**config.mk**
```make
export PLATFORM = sky130hd
export DESIGN_NAME = uart_rx
export DESIGN_NICKNAME = d
export VERILOG_FILES = /design/src/rtl/uart_rx.sv
export SDC_FILE = /design/constraint.sdc
export NUM_CORES = 1
export LEC_CHECK = 0
export ABC_AREA = 1
export CORE_MARGIN = 2
export CORE_UTILIZATION = 60
export CTS_BUF_LIST = sky130_fd_sc_hd__clkbuf_16
export DETAILED_ROUTE_END_ITERATION = 16
export DONT_BUFFER_PORTS = 1
export GPL_TIMING_DRIVEN = 0
export PLACE_DENSITY = 0.81
export SETUP_SLACK_MARGIN = 0.02
export SYNTH_ARGS = -nofsm -noshare
export SYNTH_HDL_FRONTEND = slang
export SYNTH_SLANG_ARGS = --single-unit
```
**constraint.sdc**
```tcl
create_clock -name clk -period 1.7 [get_ports clk]
set_input_delay 0.425 -clock clk [delete_from_list [all_inputs] [get_ports clk]]
set_output_delay 0.425 -clock clk [all_outputs]
set_load 0.1 [all_outputs]
```
**src/rtl/uart_rx.sv**
```systemverilog
// Oversampling UART receiver (8N1, or 8E1 when UART_RX_PARITY_EN is defined).
// Samples each bit at its centre using the baud generator's tick strobe.
module uart_rx #(
  parameter int OVERSAMPLING = 16,
  parameter int DATA_BITS    = 8
) (
  input  logic                 clk,
  input  logic                 rst,
  input  logic                 tick,
  input  logic                 rx,
  output logic [DATA_BITS-1:0] data,
  output logic                 valid,
  output logic                 frame_err,
  output logic                 parity_err,
  output logic                 busy
);
  localparam int TW = $clog2(OVERSAMPLING);
  localparam int BW = $clog2(DATA_BITS);
  localparam logic [TW-1:0] T_HALF = TW'(OVERSAMPLING/2 - 1);
  localparam logic [TW-1:0] T_FULL = TW'(OVERSAMPLING - 1);
  localparam logic [BW-1:0] B_LAST = BW'(DATA_BITS - 1);

  typedef enum logic [2:0] {
    IDLE,
    START,
    DATA,
`ifdef UART_RX_PARITY_EN
    PARITY,
`endif
    STOP
  } state_t;

  state_t               state, state_n;
  logic                 rx_meta, rxs;
  logic [TW-1:0]        tcnt;
  logic [BW-1:0]        bcnt;
  logic [DATA_BITS-1:0] sr;
  logic                 smp_half, smp_full, perr;

  // Synchroniser idles high so reset never looks like a start bit.
  always_ff @(posedge clk or posedge rst) begin
    if (rst) begin
      rx_meta <= 1'b1;
      rxs     <= 1'b1;
    end else begin
      rx_meta <= rx;
      rxs     <= rx_meta;
    end
  end

  assign smp_half = tick && (tcnt == T_HALF);
  assign smp_full = tick && (tcnt == T_FULL);
  assign busy     = (state != IDLE);

  always_comb begin
    state_n = state;
    case (state)
      IDLE:  if (!rxs) state_n = START;
      START: if (smp_half) state_n = rxs ? IDLE : DATA;
      DATA:
        if (smp_full && bcnt == B_LAST) begin
`ifdef UART_RX_PARITY_EN
          state_n = PARITY;
`else
          state_n = STOP;
`endif
        end
`ifdef UART_RX_PARITY_EN
      PARITY: if (smp_full) state_n = STOP;
`endif
      STOP:  if (smp_full) state_n = IDLE;
      default: state_n = IDLE;
    endcase
  end

`ifdef UART_RX_PARITY_EN
  logic par;
  assign perr = ^{sr, par};

  always_ff @(posedge clk or posedge rst) begin
    if (rst)                           par <= 1'b0;
    else if (state == PARITY && smp_full) par <= rxs;
  end
`else
  assign perr       = 1'b0;
  assign parity_err = 1'b0;
`endif

  always_ff @(posedge clk or posedge rst) begin
    if (rst) begin
      state     <= IDLE;
      tcnt      <= '0;
      bcnt      <= '0;
      sr        <= '0;
      data      <= '0;
      valid     <= 1'b0;
      frame_err <= 1'b0;
`ifdef UART_RX_PARITY_EN
      parity_err <= 1'b0;
`endif
    end else begin
      state     <= state_n;
      valid     <= 1'b0;
      frame_err <= 1'b0;
`ifdef UART_RX_PARITY_EN
      parity_err <= 1'b0;
`endif
      // Any transition restarts the tick count, so an IDLE->START tick is dropped.
      if (state_n != state) tcnt <= '0;
      else if (tick)        tcnt <= tcnt + 1'b1;

      if (state != DATA && state_n == DATA)           bcnt <= '0;
      else if (state == DATA && smp_full && bcnt != B_LAST) bcnt <= bcnt + 1'b1;

      if (state == DATA && smp_full) sr <= {rxs, sr[DATA_BITS-1:1]};

      if (state == STOP && smp_full) begin
        if (!rxs) frame_err <= 1'b1;
`ifdef UART_RX_PARITY_EN
        else if (perr) parity_err <= 1'b1;
`endif
        else begin
          data  <= sr;
          valid <= 1'b1;
        end
      end
    end
  end

  logic unused;
  assign unused = perr;
endmodule
```
* Yosys cells after proc, flatten, opt, wreduce, memory -nomap -nowiden
Cells that the tools add are included.
** Cells by class
- $add $sub $neg :: 2
- Multiply operators :: 0
- Div/mod/pow operators :: 0
- Magnitude comparators :: 0
- Equal/unequal tests :: 10
- Shift-type cells :: 0
- Multiplexer cells :: 14
- Bitwise operators :: 0
- Reduce and logical (&&, ||, !) cells :: 12
** Operators by type and width (number)
- $mux W3 :: 6
- $pmux W3 S4 :: 1
- $eq A3 B2 Y1 const B :: 3
- $mux W4 :: 2
- $logic_and A1 B1 Y1 :: 7
- $add A4 B1 Y4 const B :: 1
- $eq A4 B3 Y1 const B :: 1
- $eq A4 B4 Y1 const B :: 1
- $mux W1 :: 4
- $reduce_bool A2 Y1 :: 2
- $add A3 B1 Y3 const B :: 1
- $eq A3 B1 Y1 const B :: 1
- $eq A3 B3 Y1 const B :: 1
- $logic_not A3 Y1 :: 1
- $ne A3 B2 Y1 const B :: 1
- $ne A3 B3 Y1 :: 1
- $ne A3 B3 Y1 const B :: 1
- $reduce_bool A3 Y1 :: 1
- $mux W2 :: 1
- $reduce_and A2 Y1 :: 1
** Storage, ports and cells
- Register bits after elaboration :: 30
- Bits in latches :: 0
- Bits in writable memories :: 0
- Memory bits (read-only) :: 0
- Input port bits :: 4
- Output and inout bits :: 12
- Word-level logic and storage cells :: 47
- Memories kept :: 0

* Logic depth before layout (Yosys ltp)
- Depth in word-level cells :: 8
- Gate-level depth with buffers :: 9
- Gate-level depth less buffers :: 9

* Least setup slack after synthesis
OpenSTA, ideal clock, no wires.
- Kind :: reg-to-reg
- From :: register state[1]
- To :: register tcnt[0]
- Setup time :: 0.120 ns
- Arrival :: 1.702 ns
- Required time :: 1.580 ns
- Path slack :: -0.122 ns
- Cell stages (with the launch flop) :: 9
- Buffers on the path :: 0
- Clock period less this slack :: 1.822 ns
- Cells stage by stage :: dfrtp_1 nor2_1 nand2_1 nor2_1 nor2_2 nand3_1 nand2_1 nand3_2 nor2_1
** Between the ends
- Cells in the longest elaborated chain, start to end :: 4
- Elaborated cells between the ends (all ways) :: 12
- Classes of those cells :: 4 x eq/ne; 6 x mux; 2 x reduce/logical
** Ends and longest elaborated chain
- start, declared :: RTL line 33 : state_t state, state_n;
- start signal, assigned :: RTL line 102 : state <= state_n;
- $eq A3 B2 Y1 (tied with other cells) :: RTL line 57 : case (state)
- $pmux W3 S4 * :: RTL line 57
- named net state_n[0] :: RTL line 33
- $ne A3 B3 Y1 * :: RTL line 109 : if (state_n != state) tcnt <= '0;
- $mux W4 or $reduce_bool A2 Y1 (tied branches)
- end signal, assigned :: RTL line 110 : else if (tick) tcnt <= tcnt + 1'b1;
- end, declared :: RTL line 35 : logic [TW-1:0] tcnt;
Mark *: on every way through the listed nets, which the timed path passes. The rest lies on a longest branch.
A chain may end at the register's enable or synchronous reset.

* Worst setup path in the final report
- From :: register data[2]
- To :: output data[2]
** RTL lines
- start, declared :: RTL line 11 : output logic [DATA_BITS-1:0] data,
- start signal, assigned :: RTL line 123 : data <= sr;
No word-level cell between the ends.

==> flow_metrics.tcl <==
set metrics [dict create \
    status "finished clean" \
    drt_wl_total_um 2570 \
    hold_violations 0 \
    endpoint "data[2]" \
    cts_buffers 5 \
    drv_cap 0 \
    grtUsageTotal_pct 22.1 \
    start_util_pct 65.0 \
    grt_first_pass_wirelength_um 3900 \
    max-vdd-ir-drop_mv 0.942 \
    hold_slack_ns 0.145 \
    viasPerCell 5.48 \
    slew_headroom_pct 27.7 \
    synth.top_cell.area_share_pct 53.3 \
    p_seq_share_pct 45.0 \
    hpwlAfterDp_um 1600 \
    dieArea_mm2 0.00258 \
    critical_path_depth 0 \
    final_area_mm2 0.00156 \
    clkTransAtPathRegs_ns 0.05 \
    placed_area_mm2 0.00135 \
    finalCriticalPeriod_ns 1.64 \
    drt_iter0_drc 22 \
    synthDistinctLibCells 25 \
    synthTopCellsByArea "dfrtp_1 (53%), nand2_1 (7.4%), inv_1 (4.9%)" \
    final_antenna_net_count 0 \
    cts_root_buffer "clkbuf_16" \
    die_h_um 50.8 \
    max_freq_mhz 610 \
    syn_inst 135 \
    r2r_start "state[0]$_DFF_PP0_" \
    antenna_found_initial 0 \
    gr-total-overflow 0 \
    cts_buffer_depth 2 \
    sw_frac_of_total_pct 22.4 \
    n_antenna_cell 0 \
    dp.cells 163 \
    r2r_end "tcnt[3]$_DFFE_PP0P_" \
    p_switching_uw 368 \
    final_nets 154 \
    drc 0 \
    synth-main-ff-cell "dfrtp_1" \
    critical_path_required_ns 1.27 \
    hold_class "primary input to register" \
    cts_tree "built" \
    synth-edff-count 0 \
    synth.ff_latch_count 30 \
    synth_warnings 0 \
    power_uw 1650 \
    drive_gt1_share_pct 23.0 \
    drtPass1Iterations 5 \
    syn_area_mm2 0.00131 \
    grt_start_max_net_pins 31 \
    tightest_slew_ns 1.08 \
    finalNonFillerCells 175 \
    p_int_uw 1280 \
    insertion_delay_ns 0.27 \
    r2r_slack_ns 0.07 \
    path_class "register to output pin" \
    clock_sinks 30 \
    setup-violations-final 0 \
    cp-startpoint "data[2]$_DFFE_PP0P_" \
    synth.yosys.seq_area_share_pct 57.3 \
    leakagePower_uw 0.000712 \
    grt_pass1_vias 882 \
    avgRoutedWirePerCell_um 14.7 \
    startpoint_type "register" \
    reg2regPathDepth 7 \
    clockPowerShare_pct 49.3 \
    yosysTopAreaCell "dfrtp_1" \
    setup.worst_path.end_class "output pin" \
    gp_congestion 0.765 \
    fp.dieW_um 50.8 \
    num_vias 959 \
    arrival_ns 1.22 \
    cts_max_level 2 \
    io_buffers 0 \
    synthArstFlopShare_pct 100 \
    rows 16 \
    pwr-share-comb_pct 5.7 \
    core_mm2 0.00202 \
    period_share_pct 96.5 \
    finClkSkew_ns 0.00511 \
    syn_area_per_cell_um2 9.73 \
    powerDensity_mw_per_mm2 1060 \
    path_max_fanout 2 \
    io_pins 16 \
    syn2layout_area_growth_pct 18.6 \
    maxSlewViolCount 0 \
]
[logic make-up after synthesis]
group	after synthesis	synth area share [%]
buf+inv	21	6.86
fa+ha+maj	3	2.86
compound gates	19	9.24
simple gates	57	20.7
mux	1	0.762
other cells	1	0.285
xor+xnor	3	2.00
flops	30	57.3
[placed cells by master (no fill, tap or decap), drive strengths merged]
master  count
o21ai      19
xnor2       1
ha          3
mux2i       1
nor3        1
nand4       3
conb        2
buf         6
clkinv      2
dfstp       2
inv        19
nand2      28
nand3       9
nand3b      1
xor2        2
nor2       15
dfrtp      28
clkbuf      6
[per-layer routing]
metal,GRT usage (%),up-vias,part of all wire (%)
met4,10.8,0,3.1
met3,9.82,12,5.2
met1,25.9,460,42
met5,0,-,0
li1,-,453,-
met2,34.6,34,50
[power by group through the flow]
stage | logic (uW) | registers, uW | clock network [uW]
floorplan | 72.1 | 747 | 0
global placement | 79.8 | 749 | 0
detailed placement | 82.8 | 750 | 0
CTS | 85.0 | 739 | 821
global route | 104 | 741 | 862
finish | 94.3 | 741 | 811
[cell type report]
class	instances	area, um2
plain buffers	3	22.5
clock buffers	5	125
clock inverters	3	12.5
fillers	129	464
inverters	18	70.1
multi-input cells	85	510
flip-flops and latches	30	753
well taps	27	33.8
repair buffers	4	30.0
[synthesized netlist by cell type, types with 2 or more instances]
cell type	instances
ha_1	3
dfstp_2	2
nor2_1	12
nand2_1	26
nand4_1	2
inv_1	17
o21ai_2	7
nand2_2	2
nand3_1	8
o21ai_0	12
dfrtp_1	28
xor2_1	2
nor2_4	2
[worst min-delay path by stage]
stage	start	end	slack [ns]	cells after the start
6_report	rx	rx_meta$_DFF_PP1_	0.15	0
5_1_grt	rx	rx_meta$_DFF_PP1_	0.13	0
4_1_cts	rx	rx_meta$_DFF_PP1_	0.14	0
3_5_place_dp	rx_meta$_DFF_PP1_	rxs$_DFF_PP1_	0.35	0
3_3_place_gp	rx_meta$_DFF_PP1_	rxs$_DFF_PP1_	0.35	0
2_1_floorplan	rx_meta$_DFF_PP1_	rxs$_DFF_PP1_	0.35	0
[sequential cells by signal (all words and copies together) (netlist names)]
register   count
state          3
frame_err      1
rxs            1
rx_meta        1
valid          1
sr             8
data           8
bcnt           3
tcnt           4
[timing repair]
action                                  CTS  global route
setup buffers                             0             4
endpoints found under the setup margin    4            22
gates resized for setup                   1             8
hold buffers                              0             0
pin swaps                                 0             4
endpoints found under the hold margin     0             0
[through the flow]
| step | utilization [%] | setup TNS (ns) | setup WS, ns |
|---|---|---|---|
| after detailed placement | 67.0 | 0 | 0.00488 |
| after global routing | 77.0 | -0.216 | -0.0555 |
| after CTS | 74.0 | 0 | 0.0449 |
| final | 77.0 | 0 | 0.0599 |
| after global placement | 67.0 | 0 | 0.0524 |
| after floorplan | - | 0 | 0.159 |
No activity file was read; power rests on OpenSTA's default activity.
